**config.mk**
```make
export PLATFORM = sky130hd
export DESIGN_NAME = dice_roll_ctrl
export DESIGN_NICKNAME = d
export VERILOG_FILES = /design/src/rtl/dice_pkg.sv /design/src/rtl/roll_tick_gen.sv /design/src/rtl/dice_roll_ctrl.sv
export SDC_FILE = /design/constraint.sdc
export NUM_CORES = 1
export LEC_CHECK = 0
export BUFFER_PORTS_ARGS = -buffer_cell sky130_fd_sc_hd__buf_2
export CORE_MARGIN = 1.5
export CORE_UTILIZATION = 59
export DETAILED_ROUTE_END_ITERATION = 16
export PLACE_DENSITY = 0.78
export SETUP_SLACK_MARGIN = 0.15
export SLEW_MARGIN = 20
export SYNTH_ARGS = -nofsm -noshare
export SYNTH_HDL_FRONTEND = slang
export SYNTH_SLANG_ARGS = --single-unit
```
**constraint.sdc**
```tcl
create_clock -name CLK -period 2.6 [get_ports CLK]
set_input_delay 0.39 -clock CLK [delete_from_list [all_inputs] [get_ports CLK]]
set_output_delay 0.39 -clock CLK [all_outputs]
set_load 0.02 [all_outputs]
```
**src/rtl/dice_pkg.sv**
```systemverilog
// Shared dice definitions: FSM state encoding, face width and the face
// increment used by the roll controller, display and scoring logic.
package dice_pkg;
  localparam int DIE_W        = 3;
  localparam int DIE_MAX_DFLT = 6;

  typedef enum logic [1:0] {
    ST_IDLE,
    ST_SPIN,
    ST_DONE
  } state_e;

  function automatic logic [DIE_W-1:0] face_inc(input logic [DIE_W-1:0] f,
                                                input logic [DIE_W-1:0] fmax);
    return (f >= fmax) ? DIE_W'(1) : f + DIE_W'(1);
  endfunction
endpackage

```
**src/rtl/roll_tick_gen.sv**
```systemverilog
// Step timer for the die animation: counts 0..period and pulses tick_o on
// wrap. With DICE_SLOWDOWN_EN the final SLOW_STEPS steps double in length.
module roll_tick_gen
  import dice_pkg::*;
#(
  parameter int TICK_MAX   = 4999999,
  parameter int ROLL_STEPS = 20,
  parameter int SLOW_STEPS = 3,
  parameter int SW         = 5
) (
  input  logic          clk_i,
  input  logic          rst_i,
  input  logic          clr_i,
  input  logic          en_i,
  input  logic [SW-1:0] step_i,
  output logic          tick_o
);
`ifdef DICE_SLOWDOWN_EN
  localparam int MAXP = ((TICK_MAX + 1) << SLOW_STEPS) - 1;
`else
  localparam int MAXP = TICK_MAX;
`endif
  localparam int TW = (MAXP > 0) ? $clog2(MAXP + 1) : 1;

  logic [TW-1:0] cnt_q, cnt_d, period;

`ifdef DICE_SLOWDOWN_EN
  int rem;
  // rem counts the upcoming step too, so the final step gets the longest period
  always_comb begin
    rem    = ROLL_STEPS - int'(step_i);
    period = TW'(TICK_MAX);
    if (rem <= SLOW_STEPS)
      period = TW'(((TICK_MAX + 1) << (SLOW_STEPS - rem + 1)) - 1);
  end
`else
  logic unused_step;
  assign unused_step = ^step_i;
  assign period      = TW'(TICK_MAX);
`endif

  assign tick_o = en_i && (cnt_q == period);

  always_comb begin
    cnt_d = cnt_q;
    if (clr_i)       cnt_d = '0;
    else if (tick_o) cnt_d = '0;
    else if (en_i)   cnt_d = cnt_q + TW'(1);
  end

  always_ff @(posedge clk_i) begin
    if (rst_i) cnt_q <= '0;
    else       cnt_q <= cnt_d;
  end
endmodule

```
**src/rtl/dice_roll_ctrl.sv**
```systemverilog
// Die roll sequencer: samples a free-running entropy face on ROLL, animates
// ROLL_STEPS timed steps, then pulses DONE. Optional: DICE_SLOWDOWN_EN.
module dice_roll_ctrl
  import dice_pkg::*;
#(
  parameter int TICK_MAX   = 4999999,
  parameter int ROLL_STEPS = 20,
  parameter int DIE_MAX    = DIE_MAX_DFLT,
  parameter int CNT_W      = 8,
  parameter int SLOW_STEPS = 3
) (
  input  logic             CLK,
  input  logic             RESET,
  input  logic             ROLL_PULSE,
  input  logic             CANCEL_PULSE,
  output logic [DIE_W-1:0] DIE_VALUE,
  output logic             BUSY,
  output logic             DONE,
  output logic [CNT_W-1:0] ROLL_COUNT
);
  localparam int               SW   = $clog2(ROLL_STEPS + 1);
  localparam logic [DIE_W-1:0] FMAX = DIE_W'(DIE_MAX);
  localparam logic [SW-1:0]    LAST = SW'(ROLL_STEPS - 1);

  state_e           state_q, state_d;
  logic [DIE_W-1:0] ent_q, ent_d, die_q, die_d;
  logic [SW-1:0]    step_q, step_d;
  logic [CNT_W-1:0] cnt_q, cnt_d;
  logic             busy_q, busy_d, done_q, done_d;
  logic             tick, tick_clr;

  roll_tick_gen #(
    .TICK_MAX  (TICK_MAX),
    .ROLL_STEPS(ROLL_STEPS),
    .SLOW_STEPS(SLOW_STEPS),
    .SW        (SW)
  ) u_tick (
    .clk_i (CLK),
    .rst_i (RESET),
    .clr_i (tick_clr),
    .en_i  (state_q == ST_SPIN),
    .step_i(step_q),
    .tick_o(tick)
  );

  always_comb begin
    state_d  = state_q;
    ent_d    = face_inc(ent_q, FMAX);
    die_d    = die_q;
    step_d   = step_q;
    cnt_d    = cnt_q;
    busy_d   = busy_q;
    done_d   = 1'b0;
    tick_clr = 1'b0;
    unique case (state_q)
      ST_IDLE, ST_DONE: begin
        state_d = ST_IDLE;
        if (ROLL_PULSE) begin
          state_d  = ST_SPIN;
          die_d    = ent_q;
          step_d   = '0;
          busy_d   = 1'b1;
          tick_clr = 1'b1;
        end
      end
      ST_SPIN: begin
        // cancel beats a coinciding step, including the final one
        if (CANCEL_PULSE) begin
          state_d = ST_IDLE;
          busy_d  = 1'b0;
        end else if (tick) begin
          die_d  = face_inc(die_q, FMAX);
          step_d = step_q + SW'(1);
          if (step_q == LAST) begin
            state_d = ST_DONE;
            busy_d  = 1'b0;
            done_d  = 1'b1;
            cnt_d   = cnt_q + CNT_W'(1);
          end
        end
      end
      default: state_d = ST_IDLE;
    endcase
  end

  always_ff @(posedge CLK) begin
    if (RESET) begin
      state_q <= ST_IDLE;
      ent_q   <= DIE_W'(1);
      die_q   <= DIE_W'(1);
      step_q  <= '0;
      cnt_q   <= '0;
      busy_q  <= 1'b0;
      done_q  <= 1'b0;
    end else begin
      state_q <= state_d;
      ent_q   <= ent_d;
      die_q   <= die_d;
      step_q  <= step_d;
      cnt_q   <= cnt_d;
      busy_q  <= busy_d;
      done_q  <= done_d;
    end
  end

  assign DIE_VALUE  = die_q;
  assign BUSY       = busy_q;
  assign DONE       = done_q;
  assign ROLL_COUNT = cnt_q;
endmodule
```
---- Word level (Yosys, flattened, before mapping) ----
Cells that the tools add are included.
operators by class
  $add $sub $neg .......................... 5
  $lt $le $gt $ge ......................... 2
  eq/ne operators ......................... 9
  multiplexer cells ....................... 22
  bitwise gates (word level) .............. 3
  reduce and logical (&&, ||, !) cells .... 11
operator list
  cell                     number
  $add A23 B1 Y23 const B  1
  $eq A23 B23 Y1 const B   1
  $mux W5                  3
  $mux W3                  4
  $reduce_and A4 Y1        3
  $pmux W5 S2              1
  $add A8 B1 Y8 const B    1
  $mux W1                  8
  $add A3 B1 Y3 const B    2
  $ge A3 B3 Y1 const B     2
  $mux W2                  3
  $ne A2 B2 Y1 const B     3
  $ne A3 B3 Y1 const B     2
  $pmux W3 S2              1
  $add A5 B1 Y5 const B    1
  $eq A5 B5 Y1 const B     1
  $pmux W2 S2              1
  $reduce_or A2 Y1         2
  $reduce_or A4 Y1         1
  $not A1 Y1               3
  $reduce_or A3 Y1         1
  $eq A2 B1 Y1 const B     1
  $eq A2 B2 Y1 const B     1
  $logic_not A2 Y1         1
  other kinds (4)          4
storage, ports and cells
  register bits ........................... 46
  bits of input ports ..................... 4
  output and inout bits ................... 13
  logic and storage cells ................. 60

---- Depth between registers and ports, before layout ----
Gate-level depths: netlist of run 1.
  depth in word-level cells ............... 5
  gate-level depth with buffers ........... 7
  depth with buffers taken out ............ 6

---- Cells and area by module ----
A second synthesis of run 1 with hierarchy kept.
unflattened totals
  cell total of the unflattened synthesis .. 256
  area, all modules ....................... 2,290.9 um^2
modules (own cells, without submodules)
  module          instances  cells each  area an instance (um^2)  sequential area each (um^2)
  dice_roll_ctrl  1          129         1,203.7                  460.4
  roll_tick_gen   1          127         1,087.3                  460.4

---- Least setup slack after synthesis of run 1 ----
Ideal clock, no wire load.
  path type ............................... register to register
  start ................................... reg u_tick.cnt_q[0]
  end ..................................... reg u_tick.cnt_q[14]
  setup time .............................. 0.115 ns
  arrival time ............................ 1.830 ns
  data required time ...................... 2.485 ns
  slack ................................... 0.655 ns
  stages on the path, launching flop included .. 8
  buffers on the path ..................... 1
  clock period less this slack ............ 1.945 ns
  path through ............................ dfxtp_1 > ha_1 > nand2b_1 > nor4_4 > nand2_2 > o21ai_4 > buf_6 > nor2_2
between the ends
  cells in the longest elaborated chain, start to end .. 3
  elaborated cells on any way between the ends .. 4
  those cells by class .................... 1 x add/sub; 1 x eq/ne; 2 x reduce/logical
ends and longest elaborated chain
  element                                                  line                 source
  from (decl)                                              roll_tick_gen.sv:25  logic [TW-1:0] cnt_q, cnt_d, period;
  from (signal assigned)                                   roll_tick_gen.sv:53  else cnt_q <= cnt_d;
  branches (longest 3 deep; another with $add A23 B1 Y23)  -
Parallel ways; which one is timed is not known.
A chain may end at the register's enable or synchronous reset.

---- Final worst setup path of run 1 ----
  start ................................... reg u_tick.cnt_q[6]
  end ..................................... reg u_tick.cnt_q[10]
Same word-level chain as after synthesis.

==> key figures, run 1 <==
Clock tree
  • Sink Count: 46
  • Bufs on Longest Clock Path: 2
  • TritonCTS buffer count: 5
  • H-tree depth: 2
  • Clock slew at reported path FFs: ~0.08 ns
  • Post-CTS Hold Fix Bufs: 0
  • CTS tree: done
  • Clock Latency Late Sink: 0.29 ns
  • Clock root buffer: clkbuf_8
  • CTS resizes: 0
  • Setup bufs post-CTS: 0

Layout
  • Post-route cell area: 2450 sq um
  • P&R area growth vs syn: 9.24%
  • Nets: 278
  • Ant diodes: 0
  • Share of post-route cells with drive strength above 1: 0.184

Setup path
  • FF-to-FF End: u_tick.cnt_q[10]
  • R2R setup slack: 0.37 ns
  • Crit. End Element: flip-flop
  • CP Launch Type: flip-flop
  • Crit Path Category: flip-flop to flip-flop
  • Data arrival time of the worst path: 2.39 ns
  • R2R depth: 5
  • Worst-path maximum fanout: 16
  • Critical path required time: around 2.8 ns
  • Critical path buffers and inverters: 0
  • CP Cell Sequence: or4_4 > nor3_4 > nand2_2 > o21ai_4 > nor2_1
  • Slowest stage delay, CP: 0.58 ns
  • CP max stage cell: or4_4
  • Worst r2r src: u_tick.cnt_q[6]
  • CP delay by family, top: simple AND/OR/NAND/NOR gates

Logic synthesis
  • Top-count cell post-synth: dfxtp_1
  • Commonest cells in the netlist: dfxtp_1 (46), nor2_1 (27), xor2_1 (22)
  • Synthesized cell area: 2250 sq um
  • Top cell type by total area after synthesis: dfxtp_1
  • Yosys Warn Count: 0
  • Post-Syn Area per Cell: 9.02 sq um
  • Post-synth EDFFs: 0
  • Main synth FF type: dfxtp_1
  • Post-synth ARST share: 0
  • Yosys top cell area share: 0.410
  • Sequential element share of the synthesized area: 0.410
  • Cell count after synthesis: 249
  • Post-synthesis register bit count: 46
  • Unique cell type count in the Yosys netlist: 48
  • Synth area leaders: dfxtp_1 (41%), xor2_1 (8.6%), nor2_1 (4.5%), nand3_1 (3.6%), a21oi_1 (3.3%)
  • Syn Nets: 259

Timing
  • Final cycle utilization of the critical path: 0.857
  • Hold_ws: 0.405 ns
  • Min cycle time layout: between 2 and 2.5 ns
  • Total Neg Setup Slack: 0 ns
  • Setup-failing EPs final: 0
  • Clock Skew: 0.00783 ns
  • Unrepaired setup endpoints after global routing: false
  • Final worst setup slack: 0.372 ns
  • Worst Tran Pin Value: 0.627 ns
  • Slew HR: 0.578
  • Final Max Slew Viols: 0
  • Final hold vios: 0
  • Fmax: 449 MHz

Global routing
  • Largest net degree at the start of global routing: 24
  • Vias in the first global route: 1614
  • GR peak layer: met2
  • Initial antenna violation count: 0
  • M1 GR Usage: 0.301
  • Met2 usage: 0.352
  • Met3 usage: 0.0469
  • Global Route Usage Sum: 0.224
  • First-pass GRT wire length: slightly above 7 mm
  • Grt total ovfl: 0

Drt
  • DRT Wirelength: 4.31 mm
  • Drt wl/cell: around 14 um
  • Drt first pass iters: 4
  • DR iter-0 viols: around 110
  • DR vias: 1777
  • Routed Antenna Nets: 0
  • Via-per-instance ratio: 5.64
  • DRC viols: 0

Hold path
  • Hold/Removal Path Class: input port to flip-flop
  • Hold EP: BUSY
  • Hold depth: 3
  • Min-Delay Startpoint: CANCEL_PULSE

Floorplanning
  • Area of the core: 3660 sq um
  • Initial Util: 0.614
  • Die H: 64.7 um
  • I/O pin count: 17
  • Die W: 64.7 um
  • Die Area: 4190 sq um
  • Std cell rows: 22

Power
  • Maximum vdd ir drop: 0.338 mV
  • Lkg Pwr: 0.956 nW
  • Pwr Density: 508 nW/um^2

Placement
  • Post-place setup slack: 0.348 ns
  • RePlAce Congestion: 0.802
  • DP Area: 2370 sq um
  • PortBufs: 16
  • Post-DP HPWL: 3.13 mm

Job
  • Max_cap viols: 0

Outcome
  • Outcome: complete, no violations
==> routing by layer <==
layer / vias up / wire [um]
li1: 913 / -
met1: 827 / 2080
met2: 33 / 1980
met3: 4 / 182
met4: 0 / 63
met5: - / 0
==> registers in the layout, indices dropped and copies added (netlist names) <==
name and flops:
ent_q 3, ROLL_COUNT 8, state_q 2, u_tick.cnt_q 23
DIE_VALUE 3, BUSY 1, DONE 1, step_q 5
==> worst min-delay path, cell delays in order <==
cell	delay, ns
buf_2	0.10
nand3b_1	0.10
a21oi_1	0.06
==> worst max path at each step <==
stage	startpoint	end	slack, ns	depth (start not counted)
finish	u_tick.cnt_q[6]	u_tick.cnt_q[10]	0.37	5
global route	u_tick.cnt_q[6]	u_tick.cnt_q[10]	0.23	5
CTS	u_tick.cnt_q[6]	u_tick.cnt_q[10]	0.35	5
detailed placement	u_tick.cnt_q[6]	u_tick.cnt_q[10]	0.35	5
global placement	u_tick.cnt_q[6]	u_tick.cnt_q[7]	0.46	5
floorplan	u_tick.cnt_q[0]	u_tick.cnt_q[14]	0.66	7
==> final cells by class <==
type                       instances  area [sq um]
inverter                           6          22.5
clock buffer                       6          82.6
timing repair buffer              18          95.1
fill                             307          1210
multi-input combinational        191          1270
sequential                        46           921
tap                               48          60.1
==> cells in the final DEF (no fill, tap or decap), drive strengths merged, types with 11 or more instances in the layout <==
| cell | instances |
|---|---|
| nand2 | 17 |
| nor2 | 38 |
| dfxtp | 46 |
| nand3 | 17 |
| buf | 18 |
| nand4 | 11 |
| xor2 | 22 |
| a21oi | 16 |
| and3 | 11 |
==> power breakdown <==
part / internal [mW] / switching [mW] / leakage [nW]
clock: 0.205 / 0.217 / 0.0431
sequential: 0.719 / 0.0142 / 0.372
combinational: 0.0338 / 0.0579 / 0.540
total: 0.958 / 0.289 / 0.956
==> through the flow <==
step,util,power [mW],std cells
after global routing,0.671,1.29,315
after floorplan,-,0.819,249
final,0.671,1.25,315
after CTS,0.671,1.26,315
after global placement,0.648,0.837,309
after detailed placement,0.648,0.841,309
==> kinds of logic after synthesis <==
group | share of synthesized area
compound gates | 0.0863
xor+xnor | 0.0974
fa+ha+maj | 0.0334
buf+inv | 0.0234
flops | 0.410
mux | 0.00891
simple gates | 0.341
Note: power is estimated with default switching activity, not from simulation.
==> run 2, diff against run 1 <==
- REMOVE_ABC_BUFFERS: default -> 1
==> key figures, run 2 (synthesis gave the netlist of run 1 again) <==
Floorplanning
  • Die Area: 4190 sq um
  • I/O pin count: 17
  • Area of the core: roughly 3700 sq um
  • Die H: 64.7 um
  • Initial Util: 0.614
  • Die W: 64.7 um
  • Std cell rows: 22

Setup path
  • CP max stage cell: or4_4
  • CP Cell Sequence: or4_4 > nor3_4 > nand2_2 > o21ai_4 > nor2_1
  • CP delay by family, top: simple AND/OR/NAND/NOR gates
  • Worst r2r src: u_tick.cnt_q[6]
  • FF-to-FF End: u_tick.cnt_q[7]
  • CP Launch Type: flip-flop
  • Worst-path maximum fanout: 16
  • Slowest stage delay, CP: 0.58 ns
  • Data arrival time of the worst path: approximately 2.4 ns
  • Crit Path Category: flip-flop to flip-flop
  • R2R setup slack: 0.40 ns
  • Critical path required time: 2.76 ns
  • R2R depth: 5
  • Crit. End Element: flip-flop
  • Critical path buffers and inverters: 0

Clock tree
  • Clock slew at reported path FFs: approximately 0.080 ns
  • CTS tree: done
  • TritonCTS buffer count: 5
  • H-tree depth: 2
  • Bufs on Longest Clock Path: 2
  • Setup bufs post-CTS: 0
  • Clock Latency Late Sink: 0.29 ns
  • CTS resizes: 0
  • Sink Count: 46
  • Post-CTS Hold Fix Bufs: 0
  • Clock root buffer: clkbuf_8

Layout
  • Nets: 279
  • # fillers: 306
  • Top reg by flops: u_tick.cnt_q
  • Ant diodes: 0
  • Share of post-route cells with drive strength above 1: 0.187
  • Commonest non-fill, non-tap cell in the layout: dfxtp_1
  • Final core occ: 0.673
  • Most frequent cells in the layout: dfxtp_1 (46), nor2_1 (27), xor2_1 (22)
  • P&R area growth vs syn: 9.58%
  • Max reg flops: 23

Drt
  • Routed Antenna Nets: 0
  • DR vias: 1786
  • Drt wl/cell: 13.1 um
  • DR iter-0 viols: about 110
  • DRC viols: 0
  • Drt first pass iters: 4
  • DRT Wirelength: about 4.2 mm
  • Via-per-instance ratio: 5.65

Placement
  • Post-DP HPWL: 2.97 mm
  • Post-place setup slack: roughly 0.4 ns
  • RePlAce Congestion: approximately 0.75
  • PortBufs: 16

Power
  • Maximum vdd ir drop: 0.354 mV
  • Total power: 1.24 mW
  • Pwr Density: 505 nW/um^2
  • Lkg Pwr: 0.961 nW

Global routing
  • First-pass GRT wire length: 7.21 mm
  • Largest net degree at the start of global routing: 24
  • Met2 usage: 0.363
  • Initial antenna violation count: 0
  • Met3 usage: 0.0521
  • GR peak layer: met2
  • M1 GR Usage: 0.281
  • Vias in the first global route: approximately 1600
  • Global Route Usage Sum: 0.222
  • Grt total ovfl: 0

Timing
  • Min cycle time layout: 2.20 ns
  • Unrepaired setup endpoints after global routing: false
  • Fmax: 454 MHz
  • Slew HR: 0.558
  • Final Max Slew Viols: 0
  • Final cycle utilization of the critical path: 0.847
  • Setup-failing EPs final: 0
  • Worst Tran Pin Value: between 0.6 and 0.7 ns
  • Final worst setup slack: 0.397 ns
  • Final hold vios: 0
  • Clock Skew: ~0.0034 ns
  • Total Neg Setup Slack: 0 ns

Hold path
  • Hold/Removal Path Class: input port to flip-flop
  • Hold depth: 3
  • Hold EP: BUSY
  • Min-Delay Startpoint: CANCEL_PULSE

Job
  • Max_cap viols: 0

Outcome
  • Outcome: complete, no violations
[run 2: worst max path at each step]
stage	depth (start not counted)	endpoint	startpoint	slack (ns)
CTS	5	u_tick.cnt_q[7]	u_tick.cnt_q[6]	0.40
global placement	5	u_tick.cnt_q[11]	u_tick.cnt_q[6]	0.46
global route	5	u_tick.cnt_q[8]	u_tick.cnt_q[6]	0.27
floorplan	6	u_tick.cnt_q[10]	u_tick.cnt_q[0]	0.59
detailed placement	5	u_tick.cnt_q[8]	u_tick.cnt_q[6]	0.41
finish	5	u_tick.cnt_q[7]	u_tick.cnt_q[6]	0.40
[run 2: area by class of cell]
cell class                 instances  area (sq um)  area share
tap                               48          60.1      0.0244
clock buffer                       6          82.6      0.0335
sequential                        46           921       0.374
multi-input combinational        191          1270       0.517
inverter                           6          22.5     0.00915
timing repair buffer              19           103      0.0417
[run 2: per-layer routing]
| metal | vias up | share of wire | routed length (um) |
|---|---|---|---|
| li1 | 918 | - | - |
| met1 | 840 | 0.48 | 1980 |
| met2 | 24 | 0.48 | 1980 |
| met3 | 4 | 0.033 | 139 |
| met4 | 0 | 0.010 | 43 |
| met5 | - | 0 | 0 |
[run 2: per-stage QoR]
step / hold slack, ns / cells / area, sq um
3_3_place_gp: 0.390 / 310 / 2380
5_1_grt: 0.414 / 316 / 2460
3_5_place_dp: 0.394 / 310 / 2380
2_1_floorplan: 0.375 / 243 / 2220
6_report: 0.386 / 316 / 2460
4_1_cts: 0.380 / 316 / 2460
[run 2: where the power goes]
group	internal, mW	switching (mW)	total, mW
clock network	0.205	0.215	0.420
registers	0.719	0.0132	0.732
logic	0.0334	0.0578	0.0912
total	0.957	0.286	1.24
[run 2: worst register-to-register path, delay by kind of cell, from the launching register on]
| kind | cells | cell delay [ns] |
|---|---|---|
| compound gates | 1 | 0.52 |
| flops | 1 | 0.34 |
| simple gates | 4 | 1.22 |
